[config.mk]
export PLATFORM = sky130hd
export DESIGN_NAME = fp_mul_seq
export DESIGN_NICKNAME = d
export VERILOG_FILES = /design/src/rtl/fp_mul_seq_pkg.sv /design/src/rtl/fp_mant_shift_add.sv /design/src/rtl/fp_split.sv /design/src/rtl/fp_mul_seq.sv
export SDC_FILE = /design/constraint.sdc
export NUM_CORES = 1
export LEC_CHECK = 0
export CAP_MARGIN = 20
export CORE_ASPECT_RATIO = 1.4
export CORE_UTILIZATION = 54
export DETAILED_ROUTE_END_ITERATION = 6
export GPL_TIMING_DRIVEN = 0
export PLACE_DENSITY = 0.78
export SETUP_SLACK_MARGIN = 0.1
export SLEW_MARGIN = 25
export SYNTH_ARGS = -nofsm -noshare
export SYNTH_HDL_FRONTEND = slang
export SYNTH_SLANG_ARGS = --single-unit
[constraint.sdc]
create_clock -name clk -period 4 [get_ports clk]
set_clock_uncertainty 0.05 [all_clocks]
set_input_delay 0.8 -clock clk [delete_from_list [all_inputs] [get_ports clk]]
set_output_delay 0.8 -clock clk [all_outputs]
set_load 0.1 [all_outputs]
[src/rtl/fp_mul_seq_pkg.sv]
// ----------------------------------------------------------------------------
// fp_mul_seq_pkg
// Shared definitions for the sequential floating-point multiplier:
//   - default exponent / mantissa field widths
//   - helpers deriving the exponent bias and the all-ones exponent code
//     (used for both Inf and NaN) from the exponent width
//   - FSM state encoding
// ----------------------------------------------------------------------------
package fp_mul_seq_pkg;

    localparam int DEF_EXP_SIZE    = 8;
    localparam int DEF_MANTIS_SIZE = 23;

    typedef enum logic [2:0] {
        IDLE,
        CHECK,
        MUL,
        NORM,
        DONE
    } state_t;

    // Exponent bias: 2^(exp_size-1) - 1
    function automatic int calc_bias(input int exp_size);
        return (1 << (exp_size - 1)) - 1;
    endfunction

    // All-ones exponent code shared by Inf and NaN encodings
    function automatic int exp_ones(input int exp_size);
        return (1 << exp_size) - 1;
    endfunction

endpackage

[src/rtl/fp_mant_shift_add.sv]
// ----------------------------------------------------------------------------
// fp_mant_shift_add
// Bit-serial mantissa multiplier datapath. On load the multiplicand and
// multiplier are captured and the accumulator/counter cleared; each step
// consumes one multiplier bit, adding the multiplicand shifted by the current
// bit position into the accumulator.
// Ports:
//   clk, rst_n - clock, asynchronous active-low reset
//   load       - capture mcand_in / mplier_in, clear accumulator and counter
//   step       - process one multiplier bit
//   mcand_in   - multiplicand (hidden bit included), M bits
//   mplier_in  - multiplier (hidden bit included), M bits
//   prod_top   - upper M+1 bits of the 2M-bit product (all normalisation needs)
//   last       - high while the final multiplier bit is being processed
// ----------------------------------------------------------------------------
module fp_mant_shift_add #(
    parameter int M = 24
) (
    input  logic         clk,
    input  logic         rst_n,
    input  logic         load,
    input  logic         step,
    input  logic [M-1:0] mcand_in,
    input  logic [M-1:0] mplier_in,
    output logic [M:0]   prod_top,
    output logic         last
);

    localparam int CW = $clog2(M + 1);

    logic [M-1:0]   mcand;
    logic [M-1:0]   mplier;
    logic [2*M-1:0] acc;
    logic [CW-1:0]  count;

    // Multiplier is shifted right so its LSB is always the bit being weighed;
    // the counter supplies that bit's weight for the multiplicand shift.
    always_ff @(posedge clk or negedge rst_n) begin
        if (!rst_n) begin
            mcand  <= '0;
            mplier <= '0;
            acc    <= '0;
            count  <= '0;
        end else if (load) begin
            mcand  <= mcand_in;
            mplier <= mplier_in;
            acc    <= '0;
            count  <= '0;
        end else if (step) begin
            if (mplier[0]) begin
                acc <= acc + ({{M{1'b0}}, mcand} << count);
            end
            mplier <= mplier >> 1;
            count  <= count + CW'(1);
        end
    end

    assign last     = (count == CW'(M - 1));
    assign prod_top = acc[2*M-1:M-1];

endmodule

[src/rtl/fp_split.sv]
// ----------------------------------------------------------------------------
// fp_split
// Packed-number splitter: breaks a {sign, exponent, mantissa} word into its
// three fields. Purely combinational.
// Ports:
//   num    - packed operand
//   sign   - sign bit
//   expo   - biased exponent field
//   mantis - stored mantissa (hidden bit not included)
// ----------------------------------------------------------------------------
module fp_split
    import fp_mul_seq_pkg::*;
#(
    parameter int EXP_SIZE    = DEF_EXP_SIZE,
    parameter int MANTIS_SIZE = DEF_MANTIS_SIZE
) (
    input  logic [EXP_SIZE+MANTIS_SIZE:0] num,
    output logic                          sign,
    output logic [EXP_SIZE-1:0]           expo,
    output logic [MANTIS_SIZE-1:0]        mantis
);

    assign {sign, expo, mantis} = num;

endmodule

[src/rtl/fp_mul_seq.sv]
// ----------------------------------------------------------------------------
// fp_mul_seq
// Multi-cycle floating-point multiplier. Operands are latched on start,
// classified for special values (zero / Inf / NaN, no denormals), and normal
// operands go through a one-bit-per-cycle mantissa multiply followed by
// normalisation with truncation.
// Ports:
//   clk, rst_n - clock, asynchronous active-low reset
//   start      - request pulse, only honoured while idle
//   a, b       - packed operands {sign, exp, mantis}
//   busy       - high whenever an operation is in flight (including DONE)
//   done       - one-cycle pulse when result is valid
//   result     - product, held until the next done
// ----------------------------------------------------------------------------
module fp_mul_seq
    import fp_mul_seq_pkg::*;
#(
    parameter int EXP_SIZE    = DEF_EXP_SIZE,
    parameter int MANTIS_SIZE = DEF_MANTIS_SIZE
) (
    input  logic                          clk,
    input  logic                          rst_n,
    input  logic                          start,
    input  logic [EXP_SIZE+MANTIS_SIZE:0] a,
    input  logic [EXP_SIZE+MANTIS_SIZE:0] b,
    output logic                          busy,
    output logic                          done,
    output logic [EXP_SIZE+MANTIS_SIZE:0] result
);

    localparam int W  = 1 + EXP_SIZE + MANTIS_SIZE;
    localparam int M  = MANTIS_SIZE + 1;
    localparam int EW = EXP_SIZE + 2;

    localparam logic [EXP_SIZE-1:0]  EXP_MAX = EXP_SIZE'(exp_ones(EXP_SIZE));
    localparam logic signed [EW-1:0] BIAS_S  = EW'(calc_bias(EXP_SIZE));
    localparam logic signed [EW-1:0] E_OVF   = EW'(exp_ones(EXP_SIZE));
    localparam logic signed [EW-1:0] E_ONE   = EW'(1);
    localparam logic [W-1:0]         NAN_VAL =
        {1'b0, EXP_MAX, 1'b1, {(MANTIS_SIZE-1){1'b0}}};

    state_t state;
    logic [W-1:0] op_a;
    logic [W-1:0] op_b;

    logic                   sign_a, sign_b;
    logic [EXP_SIZE-1:0]    exp_a, exp_b;
    logic [MANTIS_SIZE-1:0] mant_a, mant_b;

    fp_split #(.EXP_SIZE(EXP_SIZE), .MANTIS_SIZE(MANTIS_SIZE)) u_split_a (
        .num    (op_a),
        .sign   (sign_a),
        .expo   (exp_a),
        .mantis (mant_a)
    );

    fp_split #(.EXP_SIZE(EXP_SIZE), .MANTIS_SIZE(MANTIS_SIZE)) u_split_b (
        .num    (op_b),
        .sign   (sign_b),
        .expo   (exp_b),
        .mantis (mant_b)
    );

    logic sign_r;
    logic zero_a, zero_b, inf_a, inf_b, nan_a, nan_b;

    assign sign_r = sign_a ^ sign_b;
    assign zero_a = (exp_a == '0);
    assign zero_b = (exp_b == '0);
    assign inf_a  = (exp_a == EXP_MAX) && (mant_a == '0);
    assign inf_b  = (exp_b == EXP_MAX) && (mant_b == '0);
    assign nan_a  = (exp_a == EXP_MAX) && (mant_a != '0);
    assign nan_b  = (exp_b == EXP_MAX) && (mant_b != '0);

    logic         special;
    logic [W-1:0] special_res;

    // Special-value resolution, highest priority first: NaN (incl. Inf x 0),
    // then signed Inf, then signed zero.
    always_comb begin
        special     = 1'b1;
        special_res = NAN_VAL;
        if (nan_a || nan_b || (inf_a && zero_b) || (zero_a && inf_b)) begin
            special_res = NAN_VAL;
        end else if (inf_a || inf_b) begin
            special_res = {sign_r, EXP_MAX, {MANTIS_SIZE{1'b0}}};
        end else if (zero_a || zero_b) begin
            special_res = {sign_r, {(W-1){1'b0}}};
        end else begin
            special     = 1'b0;
            special_res = '0;
        end
    end

    logic         mul_load;
    logic         mul_step;
    logic         mul_last;
    logic [M:0]   prod_top;

    assign mul_load = (state == CHECK) && !special;
    assign mul_step = (state == MUL);

    fp_mant_shift_add #(.M(M)) u_mant (
        .clk       (clk),
        .rst_n     (rst_n),
        .load      (mul_load),
        .step      (mul_step),
        .mcand_in  ({1'b1, mant_a}),
        .mplier_in ({1'b1, mant_b}),
        .prod_top  (prod_top),
        .last      (mul_last)
    );

    logic signed [EW-1:0]   e_sum;
    logic signed [EW-1:0]   e_norm;
    logic [MANTIS_SIZE-1:0] mant_n;
    logic [W-1:0]           norm_res;

    // prod_top[M] is product bit 2M-1: when set the product is in [2,4) and
    // the leading one moves up a place, bumping the exponent. The bits just
    // below the leading one are kept; the rest are truncated.
    always_comb begin
        e_sum    = $signed({2'b00, exp_a}) + $signed({2'b00, exp_b}) - BIAS_S;
        e_norm   = e_sum;
        mant_n   = prod_top[M-2:0];
        norm_res = '0;
        if (prod_top[M]) begin
            e_norm = e_sum + E_ONE;
            mant_n = prod_top[M-1:1];
        end
        if (e_norm >= E_OVF) begin
            norm_res = {sign_r, EXP_MAX, {MANTIS_SIZE{1'b0}}};
        end else if (e_norm <= 0) begin
            norm_res = {sign_r, {(W-1){1'b0}}};
        end else begin
            norm_res = {sign_r, e_norm[EXP_SIZE-1:0], mant_n};
        end
    end

    // Sequencer. busy/done/result are registered here so they follow the
    // state directly; result is only written on the edge that enters DONE.
    always_ff @(posedge clk or negedge rst_n) begin
        if (!rst_n) begin
            state  <= IDLE;
            op_a   <= '0;
            op_b   <= '0;
            busy   <= 1'b0;
            done   <= 1'b0;
            result <= '0;
        end else begin
            case (state)
                IDLE: begin
                    done <= 1'b0;
                    if (start) begin
                        op_a  <= a;
                        op_b  <= b;
                        busy  <= 1'b1;
                        state <= CHECK;
                    end
                end
                CHECK: begin
                    if (special) begin
                        result <= special_res;
                        done   <= 1'b1;
                        state  <= DONE;
                    end else begin
                        state <= MUL;
                    end
                end
                MUL: begin
                    if (mul_last) begin
                        state <= NORM;
                    end
                end
                NORM: begin
                    result <= norm_res;
                    done   <= 1'b1;
                    state  <= DONE;
                end
                DONE: begin
                    done  <= 1'b0;
                    busy  <= 1'b0;
                    state <= IDLE;
                end
                default: begin
                    state <= IDLE;
                end
            endcase
        end
    end

endmodule
## Word level (Yosys, flattened, before mapping)

Index checks and enable logic that the tools add are counted.

- $add $sub $neg: 5
- Multiply operators: 0
- Div/mod/pow operators: 0
- Order comparisons: 2
- Equal/unequal tests: 10
- Shift operators: 1
- Mux-type cells: 27
- Bitwise gates (word level): 1
- Reductions and logical operators: 32

Operator list:

| kind | count |
|---|---|
| 48-bit 2-to-1 mux | 3 |
| 32-bit 2-to-1 mux | 4 |
| 32-bit case mux with 2 select lines | 1 |
| 31-bit 2-to-1 mux | 2 |
| 48-bit adder | 1 |
| 24-bit 2-to-1 mux | 2 |
| 24-bit by 5-bit left shift with 48-bit output | 1 |
| 23-bit logical NOT | 2 |
| 23-bit nonzero test | 2 |
| 23-bit 2-to-1 mux | 1 |
| 8-bit equality test (second input constant) | 2 |
| 8-bit logical NOT | 2 |
| 3-bit case mux with 4 select lines | 1 |
| 2-bit AND reduction | 6 |
| 10-bit by 2-bit adder with 10-bit output (second input constant) | 1 |
| 10-bit by 9-bit greater-or-equal comparator with 1-bit output (second input constant) | 1 |
| 10-bit by 1-bit <= comparator with 1-bit output (second input constant) | 1 |
| 10-bit 2-to-1 mux | 1 |
| 5-bit 2-to-1 mux | 2 |
| 9-bit by 7-bit subtractor with 10-bit output (second input constant) | 1 |
| 8-bit by 8-bit adder with 9-bit output | 1 |
| 3-bit 2-to-1 mux | 3 |
| 2-bit nonzero test | 4 |
| 1-bit logical AND | 7 |
| other kinds (16) | 26 |

- Bits in registers: 202
- Latch bits: 0
- Bits in writable memories: 0
- Bits in read-only memories: 0
- Input bits: 67
- Output and inout bits: 34
- Word-level logic and storage cells: 88
- Memories kept: 0

## Depth between registers and ports, before layout

Gate-level depths: netlist of the first run.

- Word-level depth: 10
- Gate-level depth with buffers: 22
- Mapped depth without buffers: 19

## Cells and area by module

A second synthesis of the first run with hierarchy kept.

- Cells, all modules: 1507
- Area, all modules: 14193.6 um^2

By module, submodules not included:

| module | times used | cells an instance | area each (um^2) | seq. area each (um^2) |
|---|---|---|---|---|
| fp_mant_shift_add | 1 | 1012 | 8536.9 | 2527.4 |
| fp_mul_seq | 1 | 431 | 5176.2 | 2527.4 |
| fp_split | 2 | 32 | 240.2 | 0.0 |

## Least setup slack after synthesis of the first run

No wires, ideal clock.

- Kind: register -> register
- Start point: reg u_mant.count[0]
- End point: reg u_mant.acc[40]
- Setup time: 0.069 ns
- Data arrival time: 4.268 ns
- Data required time: 3.881 ns
- Setup slack: -0.387 ns
- Stages on the path, launching flop included: 18
- Path buffers: 2
- Clock period less this slack: 4.387 ns
- Cell sequence: dfrtp_1 > clkbuf_1 > buf_1 > mux4_2 > mux2i_1 > nor2_1 > a31oi_1 > nor2_1 > ha_1 > and4_1 > nand2_1 > nor4_2 > o2111ai_1 > a21oi_1 > a311o_1 > nand4_1 > or4_1 > nand3_1

- Cells in the longest elaborated chain, start to end: 5

RTL lines:

| item | RTL line | RTL |
|---|---|---|
| start, declared | fp_mant_shift_add.sv:34 | `logic [CW-1:0] count;` |
| start signal, assigned | fp_mant_shift_add.sv:54 | `count <= count + CW'(1);` |
| 24-bit by 5-bit left shift with 48-bit output | fp_mant_shift_add.sv:51 | `acc <= acc + ({{M{1'b0}}, mcand} << count);` |
| 48-bit adder | fp_mant_shift_add.sv:51 |  |
| 48-bit 2-to-1 mux | fp_mant_shift_add.sv:50 | `if (mplier[0]) begin` |
| 48-bit 2-to-1 mux | fp_mant_shift_add.sv:49 | `end else if (step) begin` |
| 48-bit 2-to-1 mux | fp_mant_shift_add.sv:44 | `end else if (load) begin` |
| end signal, assigned | fp_mant_shift_add.sv:51 |  |
| end, declared | fp_mant_shift_add.sv:33 | `logic [2*M-1:0] acc;` |

Every way passes these cells. The select of a mux whose other input is x is not followed.
A chain may end at the register's enable or synchronous reset.

## Final worst setup path of the first run

Same ends and word-level chain as after synthesis.

==> impl_metrics.py, run 1 <==
metrics = {
    "clock_tree": {
        "worstSkewPairLatency_ns": 0.52,
        "cts.sinks": 202,
        "hold_buffers": 0,
        "ctsLongestPathBuffers": 3,
        "clk_root_buffer_cell": "clkbuf_16",
        "numCtsBuffers": 22,
        "cts_tree": "built",
        "htreeDepth": 1,
        "clk_pin_slew_worst_paths_ns": 0.06,
    },
    "setup_path": {
        "path_max_fanout": 8,
        "slowest_stage": "mux4_2",
        "cp_cell_sequence": "buf_8 > buf_8 > mux4_2 > mux2i_2 > nor2_1 > a31oi_2 > nor2_2 > ha_4 > and4_4 > nand2_4 > nor4_4 > o2111ai_2 > a21oi_2 > a311o_1 > nand4_1 > or4_4 > nand3_2",
        "max_stage_delay_ns": 0.56,
        "end_kind": "flop",
        "path_common_cell": "buf_8",
        "r2r_start": "u_mant.count[0]",
        "cp.arrival_ns": 4.81,
        "path_class": "reg -> reg",
        "crit_required_ns": 4.41,
        "startpoint": "u_mant.count[0]",
        "critPathLaunchType": "flop",
    },
    "detailed_routing": {
        "routed_wire_length_per_instance_um": 20.8,
        "first_iter_violations": 816,
        "dr_total_vias": 12122,
        "wl_um": 40200,
        "ant_nets": 0,
        "drc": 0,
        "viasPerCell": 6.29,
        "firstDrtPassIters": 5,
    },
    "yosys": {
        "yosysTopAreaCell": "dfrtp_1",
        "yosysTopAreaCellShare": 0.383,
        "synth-async-reset-ratio": 1.00,
        "yosys_register_bits": 202,
        "synth_cells": 1397,
        "postSynthAreaPerCell_um2": 9.45,
        "syn_nets": 1530,
        "synth_cell_types": 75,
        "syn_area_um2": 13200,
        "synth_edf_count": 0,
        "yosysSeqAreaShare": 0.383,
        "synthTopCellsByArea": "dfrtp_1 38%, mux2_2 8.5%, ha_1 6.1%",
        "ys.flop_type": "dfrtp_1",
        "synth_warnings": 0,
    },
    "grt": {
        "grt_max_degree": 73,
        "grt_pass1_wl_um": 61000,
        "grt_pass1_vias": 11970,
        "grt_usage": 0.308,
        "met2_usage": 0.553,
        "met1_usage": 0.345,
        "busiest_layer": "met2",
        "grt_overflow": 0,
        "gr-usage-met3": 0.0385,
        "antenna_found_initial": 0,
    },
    "worst_hold_path": {
        "min_path_type": "in -> async",
    },
    "sta": {
        "layout_setup_ws_ns": -0.397,
        "period_share": 1.10,
        "final_max_slew_viol_count": 0,
        "fmax_ghz": 0.227,
        "min_period_ns": 4.40,
        "setup_viol": 22,
        "hold_violations": 0,
        "rsz0062_at_grt": "true",
        "relSlewSlack": 0.324,
        "worst-slew-pin-transition_ns": 1.01,
        "fin_setup_tns_ns": -3.76,
    },
    "final_layout": {
        "syn_to_final_growth_pct": 31.4,
        "final_common_cell": "dfrtp_1",
        "antennaDiodeCount": 0,
        "nets": 1738,
        "fillers": 1737,
        "fin_area_um2": 17300,
        "drive_gt1_frac": 0.294,
        "layout_common_cells": "202 x dfrtp_1, 171 x nand2_1, 99 x clkdlybuf4s50_1, 90 x mux2_2, 78 x buf_4",
    },
    "die": {
        "io_pins": 101,
        "initial_core_util": 0.551,
        "core_um2": 24000,
        "std_cell_rows": 67,
        "die_area_um2": 25100,
        "die_h_um": 187,
        "dieWidth_um": 134,
    },
    "place": {
        "place_area_um2": 14700,
        "globalplace.congestion": 0.958,
        "io_buffers": 100,
        "hpwl_um": 28200,
    },
    "pwr": {
        "p_leak_nw": 7.30,
        "power.density_nw_per_um2": 975,
        "ir_drop_mv": 0.585,
    },
    "status": {
        "violations": "negative setup slack",
        "status": "finished with violations",
    },
    "run": {
        "cap_violations": 0,
    },
}
-- path summary, 6_finish.rpt --
| path | to | slack [ns] | depth (start not counted) |
|---|---|---|---|
| hold reg to reg | result[10] | 0.43 | 2 |
| setup / recovery | u_mant.acc[40] | -0.40 | 17 |
| max in group asynchronous | u_mant.mcand[9] | 2.99 | 2 |
| hold / removal | u_mant.acc[42] | 0.16 | 1 |
| min in group clk | result[10] | 0.43 | 2 |
| setup reg to reg | u_mant.acc[40] | -0.40 | 17 |
-- through the flow --
| stage | utilization | hold slack (ns) | setup slack (ns) | cells | power, W |
|---|---|---|---|---|---|
| after detailed placement | 0.614 | 0.416 | -1.22 | 1809 | 0.0120 |
| after global routing | 0.723 | 0.184 | -0.506 | 1927 | 0.0178 |
| after floorplan | - | 0.418 | 0.0781 | 1397 | 0.00988 |
| after CTS | 0.693 | 0.168 | -0.285 | 1898 | 0.0156 |
| after global placement | 0.612 | 0.411 | -6.30 | 1807 | 0.0118 |
| final | 0.723 | 0.157 | -0.397 | 1927 | 0.0169 |
-- routing by layer --
layer,up-vias,part of all wire
met4,0,0.071
met1,5882,0.37
met5,-,0
met2,512,0.51
li1,5546,-
met3,182,0.048
-- final cells by class --
class                   count  area [um2]  share of cell area
multi-input cells        1080        8910               0.514
well taps                 310         388              0.0224
flip-flops and latches    202        5050               0.291
clock buffers              28         613              0.0354
repair buffers            190        1780               0.103
plain buffers              76         415              0.0240
clock inverters             8        55.1             0.00317
inverters                  33         125             0.00721
-- worst max-delay path, delay by kind of cell, from the launching register on --
family,cells,cell delay (ns)
AO/OA/AOI/OAI,4,0.94
buffers and inverters,2,0.28
adder cells (fa/ha/maj),1,0.34
AND/OR/NAND/NOR,8,1.56
multiplexers,2,0.78
flip-flops,1,0.38
-- cells in the mapped netlist (4+ instances only) --
master and count:
a31o_2 5, nor4_1 19, o21ai_0 78, mux2_2 100, or2_2 4, xor2_1 23
a221o_1 5, nor2_1 89, nand2b_1 10, a21o_1 40, o21a_1 6, o21bai_1 11
o22ai_1 50, buf_1 15, nor3_1 16, nand2_1 181, a22oi_1 5, and3_1 11
buf_2 5, o221ai_1 4, a21oi_1 69, o211ai_1 5, nor2b_1 10, and2_1 10
o21ai_2 20, nand4_1 22, mux2i_1 72, ha_1 64, clkbuf_1 60, a211oi_1 10
inv_1 30, a31oi_1 11, a221oi_1 4, mux4_2 8, or3_1 6, nor3b_1 4
nand3_1 19, xnor2_1 31, o31ai_1 6, dfrtp_1 202
-- power by group --
part / total [W] / internal (W) / switching, W
combinational: 0.0114 / 0.00495 / 0.00646
clock: 0.00191 / 0.00108 / 0.000829
sequential: 0.00359 / 0.00285 / 0.000748
total: 0.0169 / 0.00888 / 0.00803
-- cell families (layout without fill, tap and decap cells) --
| kind of cell | after synthesis | after routing | synth area share |
|---|---|---|---|
| multiplexers | 180 | 180 | 0.154 |
| flip-flops | 202 | 202 | 0.383 |
| AO/OA/AOI/OAI | 362 | 362 | 0.181 |
| adder cells (fa/ha/maj) | 66 | 66 | 0.0637 |
| XOR/XNOR | 54 | 54 | 0.0358 |
| buffers and inverters | 115 | 335 | 0.0343 |
| AND/OR/NAND/NOR | 418 | 418 | 0.149 |
-- what timing repair did --
item	in CTS	in global routing
resized for setup	190	121
hold endpoints to repair	0	0
pin swaps	55	86
endpoints found under the setup margin	57	57
gates cloned	2	0
buffers inserted	56	31
-- flip-flops by register name (all words and copies together) (netlist names) --
register and flops:
u_mant.acc 48, op_a 32, op_b 32, result 32, u_mant.mcand 24, u_mant.mplier 24
u_mant.count 5, state 3, busy 1, done 1
(Power assumes the default switching activity.)
==> inputs of run 2 (changes only) <==
--- a/config.mk
+++ b/config.mk
@@ -7,8 +7,10 @@
 export LEC_CHECK = 0
 export CAP_MARGIN = 20
 export CORE_ASPECT_RATIO = 1.4
+export CORE_MARGIN = 5
 export CORE_UTILIZATION = 54
 export DETAILED_ROUTE_END_ITERATION = 6
+export GPL_ROUTABILITY_DRIVEN = 0
 export GPL_TIMING_DRIVEN = 0
 export PLACE_DENSITY = 0.78
 export SETUP_SLACK_MARGIN = 0.1
==> impl_metrics.py, run 2 (same netlist as run 1, synthesis figures left out) <==
metrics = {
    "status": {
        "status": "finished with violations",
        "violations": "design-rule violations, negative setup slack",
    },
    "sta": {
        "hold_ws_ns": 0.148,
        "worst-slew-pin-transition_ns": 1.04,
        "hold_violations": 0,
        "layout_setup_ws_ns": -0.489,
        "final_max_slew_viol_count": 0,
        "setup_viol": 29,
        "fmax_ghz": 0.223,
        "rsz0062_at_grt": "true",
        "relSlewSlack": 0.308,
        "min_period_ns": 4.49,
        "period_share": 1.12,
    },
    "final_layout": {
        "fillers": 1565,
        "top_register": "u_mant.acc",
        "drive_gt1_frac": 0.298,
        "nets": 1744,
        "multi_input_area_um2": 8950,
        "antennaDiodeCount": 0,
        "fin_util": 0.732,
        "fin_area_um2": 17600,
        "layout_common_cells": "201 x dfrtp_1, 169 x nand2_1, 99 x clkdlybuf4s50_1, 90 x mux2_2, 77 x buf_4",
        "syn_to_final_growth_pct": 33.4,
        "largest_register_ffs": 48,
        "seqCellArea_um2": 5060,
        "final_common_cell": "dfrtp_1",
    },
    "die": {
        "die_h_um": 195,
        "dieWidth_um": 142,
        "die_area_um2": 27700,
        "std_cell_rows": 67,
        "io_pins": 101,
        "initial_core_util": 0.549,
        "core_um2": 24100,
    },
    "setup_path": {
        "cp.arrival_ns": 4.89,
        "path_class": "reg -> reg",
        "path_max_fanout": 10,
        "crit_required_ns": 4.40,
        "critPathLaunchType": "flop",
        "end_kind": "flop",
    },
    "worst_hold_path": {
        "min_path_type": "in -> async",
    },
    "clock_tree": {
        "worstSkewPairLatency_ns": 0.52,
        "cts_tree": "built",
        "htreeDepth": 1,
        "ctsLongestPathBuffers": 3,
        "cts.sinks": 202,
        "clk_pin_slew_worst_paths_ns": 0.06,
        "clk_root_buffer_cell": "clkbuf_16",
        "numCtsBuffers": 21,
    },
    "detailed_routing": {
        "firstDrtPassIters": 7,
        "dr_total_vias": 12604,
        "viasPerCell": 6.51,
        "ant_nets": 0,
        "routed_wire_length_per_instance_um": 22.0,
        "first_iter_violations": 1209,
        "wl_um": 42700,
        "drc": 3,
    },
    "pwr": {
        "finalPower_w": 0.0179,
        "ir_drop_mv": 0.614,
        "power.density_nw_per_um2": 1020,
        "p_leak_nw": 7.38,
    },
    "grt": {
        "grt_pass1_vias": 12139,
        "grt_pass1_wl_um": 61600,
        "antenna_found_initial": 0,
        "grt_usage": 0.271,
        "grt_overflow": 0,
        "grt_max_degree": 90,
    },
    "place": {
        "place_area_um2": 14700,
        "io_buffers": 100,
        "post-place-ws_ns": -1.09,
        "hpwl_um": 27300,
    },
    "run": {
        "cap_violations": 0,
    },
}
-- run 2: cell count changes in the layout (fill, tap and decap cells not counted), sizes merged --
cell / previous run / this run
clkinv: 11 / 3
clkbuf: 77 / 80
inv: 30 / 31
clkinvlp: 0 / 3
bufinv: 0 / 6
buf: 118 / 121
-- run 2: per-layer routing --
layer  part of all wire  up-vias  wire length, um  GRT usage
li1                   -     5529                -          -
met1               0.35     6014            14800      0.309
met2               0.48      773            20500      0.475
met3              0.085      288             3610     0.0399
met4              0.087        0             3710      0.160
met5                  0        -                0          0
-- run 2: layout make-up --
cell class | count | area share
tap | 310 | 0.0220
buffer | 78 | 0.0249
clock inverter | 10 | 0.0121
inverter | 33 | 0.00725
multi-input combinational | 1080 | 0.508
sequential | 202 | 0.287
clock buffer | 27 | 0.0345
timing repair buffer | 195 | 0.104
-- run 2: stage by stage --
step	instances	setup TNS [ns]
final	1935	-6.67
after global routing	1935	-10.76
after CTS	1896	-1.99
after detailed placement	1809	-18.02
after global placement	1807	-1276.24
after floorplan	1397	0
-- run 2: worst paths after layout --
check / start / endpoint / slack [ns] / cells after the start
setup reg to reg: u_mant.count[0] / u_mant.acc[40] / -0.49 / 20
max in group asynchronous: rst_n / u_mant.mcand[2] / 2.95 / 2
hold reg to reg: result[12] / result[12] / 0.42 / 2
setup / recovery: u_mant.count[0] / u_mant.acc[40] / -0.49 / 20
min in group clk: result[12] / result[12] / 0.42 / 2
hold / removal: rst_n / result[17] / 0.15 / 1
-- run 2: power breakdown --
part	internal, W	total [W]	switching [W]
logic	0.00519	0.0120	0.00682
clock network	0.00146	0.00232	0.000856
registers	0.00284	0.00359	0.000747
-- run 2: critical path, stage by stage (launching register included) --
cell and delay [ns]:
dfrtp_1 0.38, buf_8 0.15, buf_8 0.16, mux2i_4 0.26, nand2_1 0.14, o21ai_4 0.12, nor2_2 0.08, a21oi_2 0.22
nand2_1 0.15, o21ai_2 0.15, o22ai_2 0.14, ha_1 0.35, clkbuf_2 0.21, nand2_1 0.16, o311ai_4 0.32, a221oi_4 0.12
a21oi_2 0.24, a311o_1 0.25, nand4_1 0.15, or4_1 0.53, nand3_1 0.08
-- run 2: timing repair --
item | CTS | global route
gates cloned | 2 | 1
buffers inserted | 49 | 44
hold buffers | 0 | 0
pin swaps | 37 | 81
endpoints found under the setup margin | 60 | 57
resized for setup | 170 | 160
==> inputs of run 3 (changes only) <==
--- a/config.mk
+++ b/config.mk
@@ -14,7 +14,7 @@
 export GPL_TIMING_DRIVEN = 0
 export PLACE_DENSITY = 0.78
 export SETUP_SLACK_MARGIN = 0.1
-export SLEW_MARGIN = 25
+export SLEW_MARGIN = 20
 export SYNTH_ARGS = -nofsm -noshare
 export SYNTH_HDL_FRONTEND = slang
 export SYNTH_SLANG_ARGS = --single-unit
==> results of run 3 <==
The final DEF is identical to that of run 2; final timing and power are the same.
